==> src/rtl/ps2_frame_rx.sv <==
// Host-side PS/2 receive decoder: synchronizes and filters the device lines and
// assembles 11-bit frames into a one-deep valid/ready output register.
module ps2_frame_rx #(
    parameter int FILTER_LEN     = 8,
    parameter int TIMEOUT_CYCLES = 50000
) (
    input  logic       clk,
    input  logic       reset,
    input  logic       ps2_clk_in,
    input  logic       ps2_data_in,
    output logic [7:0] rx_data,
    output logic       rx_valid,
    input  logic       rx_ready,
    output logic       err_parity,
    output logic       err_frame,
    output logic       err_timeout,
    output logic       overrun
);

    localparam int RUN_W = $clog2(FILTER_LEN);
    localparam int TO_W  = $clog2(TIMEOUT_CYCLES);
    localparam logic [RUN_W-1:0] RUN_MAX = RUN_W'(FILTER_LEN - 1);
    localparam logic [TO_W-1:0]  TO_MAX  = TO_W'(TIMEOUT_CYCLES - 1);

    typedef enum logic [1:0] {S_IDLE, S_DATA, S_PARITY, S_STOP} state_t;

    logic [1:0]       clk_sync_q, data_sync_q;
    logic             filt_q, filt_prev_q;
    logic [RUN_W-1:0] run_q;
    logic             sample_evt, bit_val;

    // The filtered clock flips only after FILTER_LEN consecutive disagreeing samples.
    // NOTE: clocked state is always assigned with <= so every flop sees pre-edge values.
    always_ff @(posedge clk) begin
        if (reset) begin
            clk_sync_q  <= 2'b11;
            data_sync_q <= 2'b11;
            filt_q      <= 1'b1;
            filt_prev_q <= 1'b1;
            run_q       <= '0;
        end else begin
            clk_sync_q  <= {clk_sync_q[0], ps2_clk_in};
            data_sync_q <= {data_sync_q[0], ps2_data_in};
            filt_prev_q <= filt_q;
            if (clk_sync_q[1] == filt_q) begin
                run_q <= '0;
            end else if (run_q == RUN_MAX) begin
                filt_q <= clk_sync_q[1];
                run_q  <= '0;
            end else begin
                run_q <= run_q + 1'b1;
            end
        end
    end

    assign sample_evt = filt_prev_q & ~filt_q;
    assign bit_val    = data_sync_q[1];

    state_t          state_q, state_d;
    logic [2:0]      bit_cnt_q, bit_cnt_d;
    logic [7:0]      shreg_q, shreg_d;
    logic            par_q, par_d;
    logic [TO_W-1:0] to_cnt_q, to_cnt_d;
    logic [7:0]      rx_data_q, rx_data_d;
    logic            rx_valid_q, rx_valid_d;
    logic            err_parity_q, err_parity_d;
    logic            err_frame_q, err_frame_d;
    logic            err_timeout_q, err_timeout_d;
    logic            overrun_q, overrun_d;
    logic            parity_ok;

    // NOTE: every signal gets a default first so no path through the block infers a latch.
    always_comb begin
        state_d       = state_q;
        bit_cnt_d     = bit_cnt_q;
        shreg_d       = shreg_q;
        par_d         = par_q;
        rx_data_d     = rx_data_q;
        rx_valid_d    = rx_valid_q;
        err_parity_d  = 1'b0;
        err_frame_d   = 1'b0;
        err_timeout_d = 1'b0;
        overrun_d     = 1'b0;
        parity_ok     = ^{shreg_q, par_q};

        if (rx_valid_q && rx_ready) rx_valid_d = 1'b0;

        if (state_q == S_IDLE || sample_evt) to_cnt_d = '0;
        else                                 to_cnt_d = to_cnt_q + 1'b1;

        if (state_q != S_IDLE && to_cnt_q == TO_MAX) begin
            err_timeout_d = 1'b1;
            state_d       = S_IDLE;
            to_cnt_d      = '0;
        end else if (sample_evt) begin
            case (state_q)
                S_IDLE: begin
                    if (!bit_val) begin
                        state_d   = S_DATA;
                        bit_cnt_d = 3'd0;
                    end
                end
                S_DATA: begin
                    shreg_d   = {bit_val, shreg_q[7:1]};
                    bit_cnt_d = bit_cnt_q + 1'b1;
                    if (bit_cnt_q == 3'd7) state_d = S_PARITY;
                end
                S_PARITY: begin
                    par_d   = bit_val;
                    state_d = S_STOP;
                end
                S_STOP: begin
                    err_parity_d = ~parity_ok;
                    err_frame_d  = ~bit_val;
                    if (bit_val && parity_ok) begin
                        // A same-cycle consume frees the register for the new byte.
                        if (!rx_valid_q || rx_ready) begin
                            rx_data_d  = shreg_q;
                            rx_valid_d = 1'b1;
                        end else begin
                            overrun_d = 1'b1;
                        end
                    end
                    state_d = S_IDLE;
                end
                default: state_d = S_IDLE;
            endcase
        end
    end

    always_ff @(posedge clk) begin
        if (reset) begin
            state_q       <= S_IDLE;
            bit_cnt_q     <= '0;
            shreg_q       <= '0;
            par_q         <= 1'b0;
            to_cnt_q      <= '0;
            rx_data_q     <= '0;
            rx_valid_q    <= 1'b0;
            err_parity_q  <= 1'b0;
            err_frame_q   <= 1'b0;
            err_timeout_q <= 1'b0;
            overrun_q     <= 1'b0;
        end else begin
            state_q       <= state_d;
            bit_cnt_q     <= bit_cnt_d;
            shreg_q       <= shreg_d;
            par_q         <= par_d;
            to_cnt_q      <= to_cnt_d;
            rx_data_q     <= rx_data_d;
            rx_valid_q    <= rx_valid_d;
            err_parity_q  <= err_parity_d;
            err_frame_q   <= err_frame_d;
            err_timeout_q <= err_timeout_d;
            overrun_q     <= overrun_d;
        end
    end

    assign rx_data     = rx_data_q;
    assign rx_valid    = rx_valid_q;
    assign err_parity  = err_parity_q;
    assign err_frame   = err_frame_q;
    assign err_timeout = err_timeout_q;
    assign overrun     = overrun_q;

endmodule
==> config.mk <==
export PLATFORM = sky130hd
export DESIGN_NAME = ps2_frame_rx
export DESIGN_NICKNAME = d
export VERILOG_FILES = /design/src/rtl/ps2_frame_rx.sv
export SDC_FILE = /design/constraint.sdc
export NUM_CORES = 1
export LEC_CHECK = 0
export ABC_AREA = 1
export BUFFER_PORTS_ARGS = -buffer_cell sky130_fd_sc_hd__clkbuf_2
export CAP_MARGIN = 20
export CORE_MARGIN = 1.5
export CORE_UTILIZATION = 45
export CTS_CLUSTER_DIAMETER = 80
export DETAILED_ROUTE_END_ITERATION = 10
export HOLD_SLACK_MARGIN = 0.06
export SLEW_MARGIN = 20
export SYNTH_ARGS = -nofsm -noshare
export SYNTH_HDL_FRONTEND = slang
export SYNTH_SLANG_ARGS = --single-unit
==> constraint.sdc <==
create_clock -name clk -period 2.1 [get_ports clk]
set_input_delay 0.105 -clock clk [delete_from_list [all_inputs] [get_ports clk]]
set_output_delay 0.105 -clock clk [all_outputs]
set_load 0.02 [all_outputs]
======== Yosys cells after proc, flatten, opt, wreduce, memory -nomap -nowiden ========
Cells that the tools add are included.
operators by class
  bitwise gates (word level) .............. 9
  mux-type cells .......................... 13
  equal/unequal tests ..................... 9
  multipliers ............................. 0
  divide/modulo/power cells ............... 0
  add/sub/neg operators ................... 3
  $lt $le $gt $ge ......................... 0
  shift-type cells ........................ 0
  reductions and logical operators ........ 21
operators with widths
  operator                                             number
  adder 16 x 1 -> 16 bit, second input constant        1
  equality test 16 bit, second input constant          1
  AND reduction 3 bit                                  3
  XOR reduction 9 bit                                  1
  2-to-1 mux 1 bit                                     8
  NOT 1 bit                                            8
  case mux 2 bit (4 select lines)                      1
  adder 3 x 1 -> 3 bit, second input constant          2
  equality test 3 bit, second input constant           2
  case mux 3 bit (2 select lines)                      1
  OR reduction 3 bit                                   2
  AND reduction 5 bit                                  1
  OR reduction 5 bit                                   1
  equality test 2 bit, second input constant           2
  2-to-1 mux 2 bit                                     2
  inequality test 2 bit, second input constant         2
  AND reduction 4 bit                                  1
  nonzero test 2 bit                                   2
  OR reduction 4 bit                                   1
  logical AND 1 bit                                    3
  2-to-1 mux 3 bit                                     1
  equality test 2 x 1 -> 1 bit, second input constant  1
  logical NOT 2 bit                                    1
  logical OR 1 bit                                     2
  5 further kinds                                      5
word-level totals
  bits in latches ......................... 0
  register bits after elaboration ......... 52
  word-level logic and storage cells ...... 71
  RAM bits ................................ 0
  memories kept ........................... 0
  input port bits ......................... 5
  output and inout port bits .............. 13
  memory bits (read-only) ................. 0

======== Longest topological paths before layout ========
  depth in word-level cells ............... 7
  depth in mapped cells ................... 13
  mapped depth without buffers ............ 13

======== Least setup slack after synthesis ========
OpenSTA, ideal clock, no wires.
  kind .................................... reg-to-reg
  start ................................... register state_q[0]
  end ..................................... register rx_data_q[0] (netlist: rx_data[0])
  arrival time ............................ 1.516 ns
  period minus slack after synthesis ...... 1.626 ns
  library setup time ...................... 0.110 ns
  cell stages (with the launch flop) ...... 13
  data required time ...................... 1.990 ns
  path buffers ............................ 0
  slack ................................... 0.474 ns
  path through ............................ dfxtp_1 inv_1 ha_1 nor2_1 nand3_1 nor2_2 nand3_4 nand2_4 nor2_4 nand3_4 nand2_1 inv_1 nor2_1
between the ends
  word-level cells in the longest chain between the ends .. 4
ends and longest elaborated chain
  what                                    line  RTL
  start: declaration                      59    state_t state_q, state_d;
  start signal: assignment                145   state_q <= state_d;
  nonzero test 2 bit                      91    if (state_q != S_IDLE && to_cnt_q == TO_MAX) begin
  logical AND 1 bit                       91
  NOT 1 bit (no source line)              -
  AND reduction 5 bit (no source line) *  -
  end signal: assignment                  150   rx_data_q <= rx_data_d;
  end: declaration                        64    logic [7:0] rx_data_q, rx_data_d;
Every way passes the cells marked *; elsewhere a longest branch is shown, timed or not.
A chain may end at the register's enable or synchronous reset.

======== Final worst setup path ========
  start ................................... register state_q[0]
  end ..................................... register to_cnt_q[15]
between the ends
  word-level cells in the longest chain between the ends .. 3
ends and longest elaborated chain
  what                                                     line    RTL
  logical NOT 2 bit or nonzero test 2 bit (tied branches)  88, 91
  logical OR 1 bit or logical AND 1 bit (tied branches)    88, 91
  OR reduction 3 bit (no source line) *                    -
  end signal: assignment                                   149     to_cnt_q <= to_cnt_d;
  end: declaration                                         63      logic [TO_W-1:0] to_cnt_q, to_cnt_d;
Marks and branches as above.

==> run metrics <==
max_cap viols 0; power share of the clock group 0.330; r2r startpoint state_q[0]; Skew-Pair Late Insertion Delay 0.29 ns; endpoints failing setup 0; setup TNS 0 ns; Worst Hold Depth 2; drt total wl 4390 um; share of layout cells above drive strength 1 0.146; Final Hold Violating Endpoints 0; Max FO, Critical Path 10; syn nets between 300 and 400; total track usage 0.162; reg2reg setup slack roughly 0.28 ns; CTS Sinks 52; Net Sw Power 0.000308 W; # IOs 18; WS Path Type reg2reg; Comb pwr share 0.021; RSZ-0062 raised after global routing false; Worst Hold End bit_cnt_q[1]; Fmax achieved 0.549 GHz; Worst setup SP type register; Slew headroom 0.734; Final Skew 0.00775 ns; Final ANT Viol Nets 0; delay-heaviest family, CP simple AND/OR/NAND/NOR gates; Tightest Hold Check Type in2reg; Synth Flop Type dfxtp_1; Slew Viols, Final 0; # H-tree levels 2; Leakage 1.14 nW; WP buf/inv 2; Worst Reg-to-Reg Cells 10; Synth Area per Inst between 7 and 8 sq um; sequential fraction of design power 0.649; PwrDens 564 nW/um^2; ys async rst share 0; area grow syn2layout 9.86%; Die Ht 77.0 um; number of global-route vias before repair about 1,800; Synth warnings 0; top cell type's share of synthesized area 0.423; routability cong. 0.779; die width 77.0 um; Initial Util 0.473; die footprint 5920 sq um; clk slew on worst S/H paths 0.09 ns; DRC viols 0; P_int 0.00122 W; sequential share of the synthesized area 0.423; Final Cycle Share 0.867; most used cell, CP nor2_1; VDD IR max around 380 uV; number of flops mapped to enable cells by yosys 0; sw frac 0.202; status finished, final reports clean; Synth cell types 31; largest net degree at the start of global routing 20; post-synthesis register bit count 52; CTS tree done; Critical Path End Type register; Cells after Synth between 300 and 400; commonest non-fill, non-tap cell in the layout nand2_1; worst-margin pin slew 0.398 ns; via count 2,012; shortest period the worst path allows 1.82 ns; initial antenna violation count 0; Fillers 517; dpl hpwl 3330 um; slowest CP cell dfxtp_1; crit path cell chain inv_1 > ha_1 > nor2_1 > nand3_1 > nor2_2 > nand3_4 > nand2_2 > nor3_4 > inv_2 > nor2_1; CORE AREA 5200 sq um; PostCTS Resize Cnt 0; Setup Buffers After CTS 0; synthesized cell area 2460 sq um; Worst R2R End to_cnt_q[15]; final net count 373; DR vias/cell 4.71; first-pass GRT wire length 7730 um; CTS max path bufs 2; largest area contributor in the synthesized netlist dfxtp_1; pre-CTS setup slack 0.257 ns; IO Port Bufs 17; Critical Path RT ~2.3 ns; Root Driver clkbuf_8; drt wl/cell 10.3 um; drt first pass iters 7; n_diodes 0; setup ws final 0.280 ns; Synth area leaders dfxtp_1 (42%), nand2_1 (12%), inv_1 (7.5%); commonest cells after routing, fill and taps aside nand2_1 (80), dfxtp_1 (52), inv_1 (49), nor2_1 (37), a21oi_1 (25); min-delay src reset; initial DRC count 75; Worst Path Arrival 2.01 ns; # rows 26; Worst path max stage delay 0.39 ns; grt ovf 0; Num CTS Buffers 5
## stage by stage
| step | cells | total power [W] | area, sq um | util | hold WS [ns] |
|---|---|---|---|---|---|
| floorplan | 337 | 0.00103 | 2460 | - | 0.209 |
| global placement | 420 | 0.00104 | 2620 | 0.503 | 0.293 |
| detailed placement | 420 | 0.00104 | 2620 | 0.503 | 0.291 |
| CTS | 427 | 0.00156 | 2710 | 0.520 | 0.171 |
| global route | 427 | 0.00159 | 2710 | 0.520 | 0.183 |
| finish | 427 | 0.00153 | 2710 | 0.520 | 0.172 |
## area by class of cell
type,count,area [sq um],area share
clock buffer,5,68.8,0.0254
inverter,56,210,0.0777
multi-input combinational,224,1180,0.438
sequential,52,1040,0.385
tap,70,87.6,0.0324
timing repair buffer,20,113,0.0416
## kinds of logic after synthesis
| logic type | Yosys count | share of synthesized area |
|---|---|---|
| flops | 52 | 0.423 |
| compound gates | 44 | 0.0925 |
| simple gates | 165 | 0.322 |
| xor+xnor | 6 | 0.0213 |
| fa+ha+maj | 9 | 0.0457 |
| buf+inv | 61 | 0.0960 |
## routing by layer
layer	global-route usage	vias up	share of wire
met5	0	-	0
met4	0.0491	0	0.014
met3	0.0405	6	0.018
met2	0.288	15	0.48
met1	0.191	887	0.49
li1	-	1104	-
## Yosys cell counts (2+ instances only)
master     n
nand2_1   80
dfxtp_1   52
inv_1     49
nor2_1    37
a21oi_1   25
o21ai_0   15
nand4_1   12
ha_1       9
nand3_1    8
inv_2      7
nor3_1     5
nor2_2     4
or2_2      4
clkbuf_1   3
xnor2_1    3
xor2_1     3
nand2_2    2
nand2_4    2
nand3_2    2
nand3_4    2
nor3_2     2
nor4_1     2
## power groups by stage
| stage | Clock [W] | Combinational, W | Sequential (W) |
|---|---|---|---|
| floorplan | 0 | 0.0000198 | 0.00101 |
| global placement | 0 | 0.0000290 | 0.00101 |
| detailed placement | 0 | 0.0000293 | 0.00101 |
| CTS | 0.000532 | 0.0000319 | 0.000991 |
| global route | 0.000562 | 0.0000352 | 0.000992 |
| finish | 0.000504 | 0.0000316 | 0.000991 |
## timing repair
item | 4_1_cts | 5_1_grt
hold buffers | 2 | 0
endpoints found under the hold margin | 2 | 0
setup endpoints to repair | 0 | 0
## worst max path at each step
stage | end | slack [ns] | cells past startpoint | from
2_1_floorplan | rx_data[0] | 0.47 | 12 | state_q[0]
3_3_place_gp | rx_data[5] | 0.32 | 12 | state_q[0]
3_5_place_dp | to_cnt_q[15] | 0.26 | 10 | state_q[0]
4_1_cts | to_cnt_q[15] | 0.24 | 10 | state_q[0]
5_1_grt | shreg_q[3] | 0.11 | 9 | state_q[0]
6_report | to_cnt_q[15] | 0.28 | 10 | state_q[0]
## flip-flops by register name, indices dropped and copies added, names as in the netlist, 2 cells and up
signal / count
bit_cnt_q: 3
data_sync_q: 2
rx_data: 8
to_cnt_q: 16
clk_sync_q: 2
run_q: 3
shreg_q: 8
state_q: 2
Power figures use the tool's default switching activity.
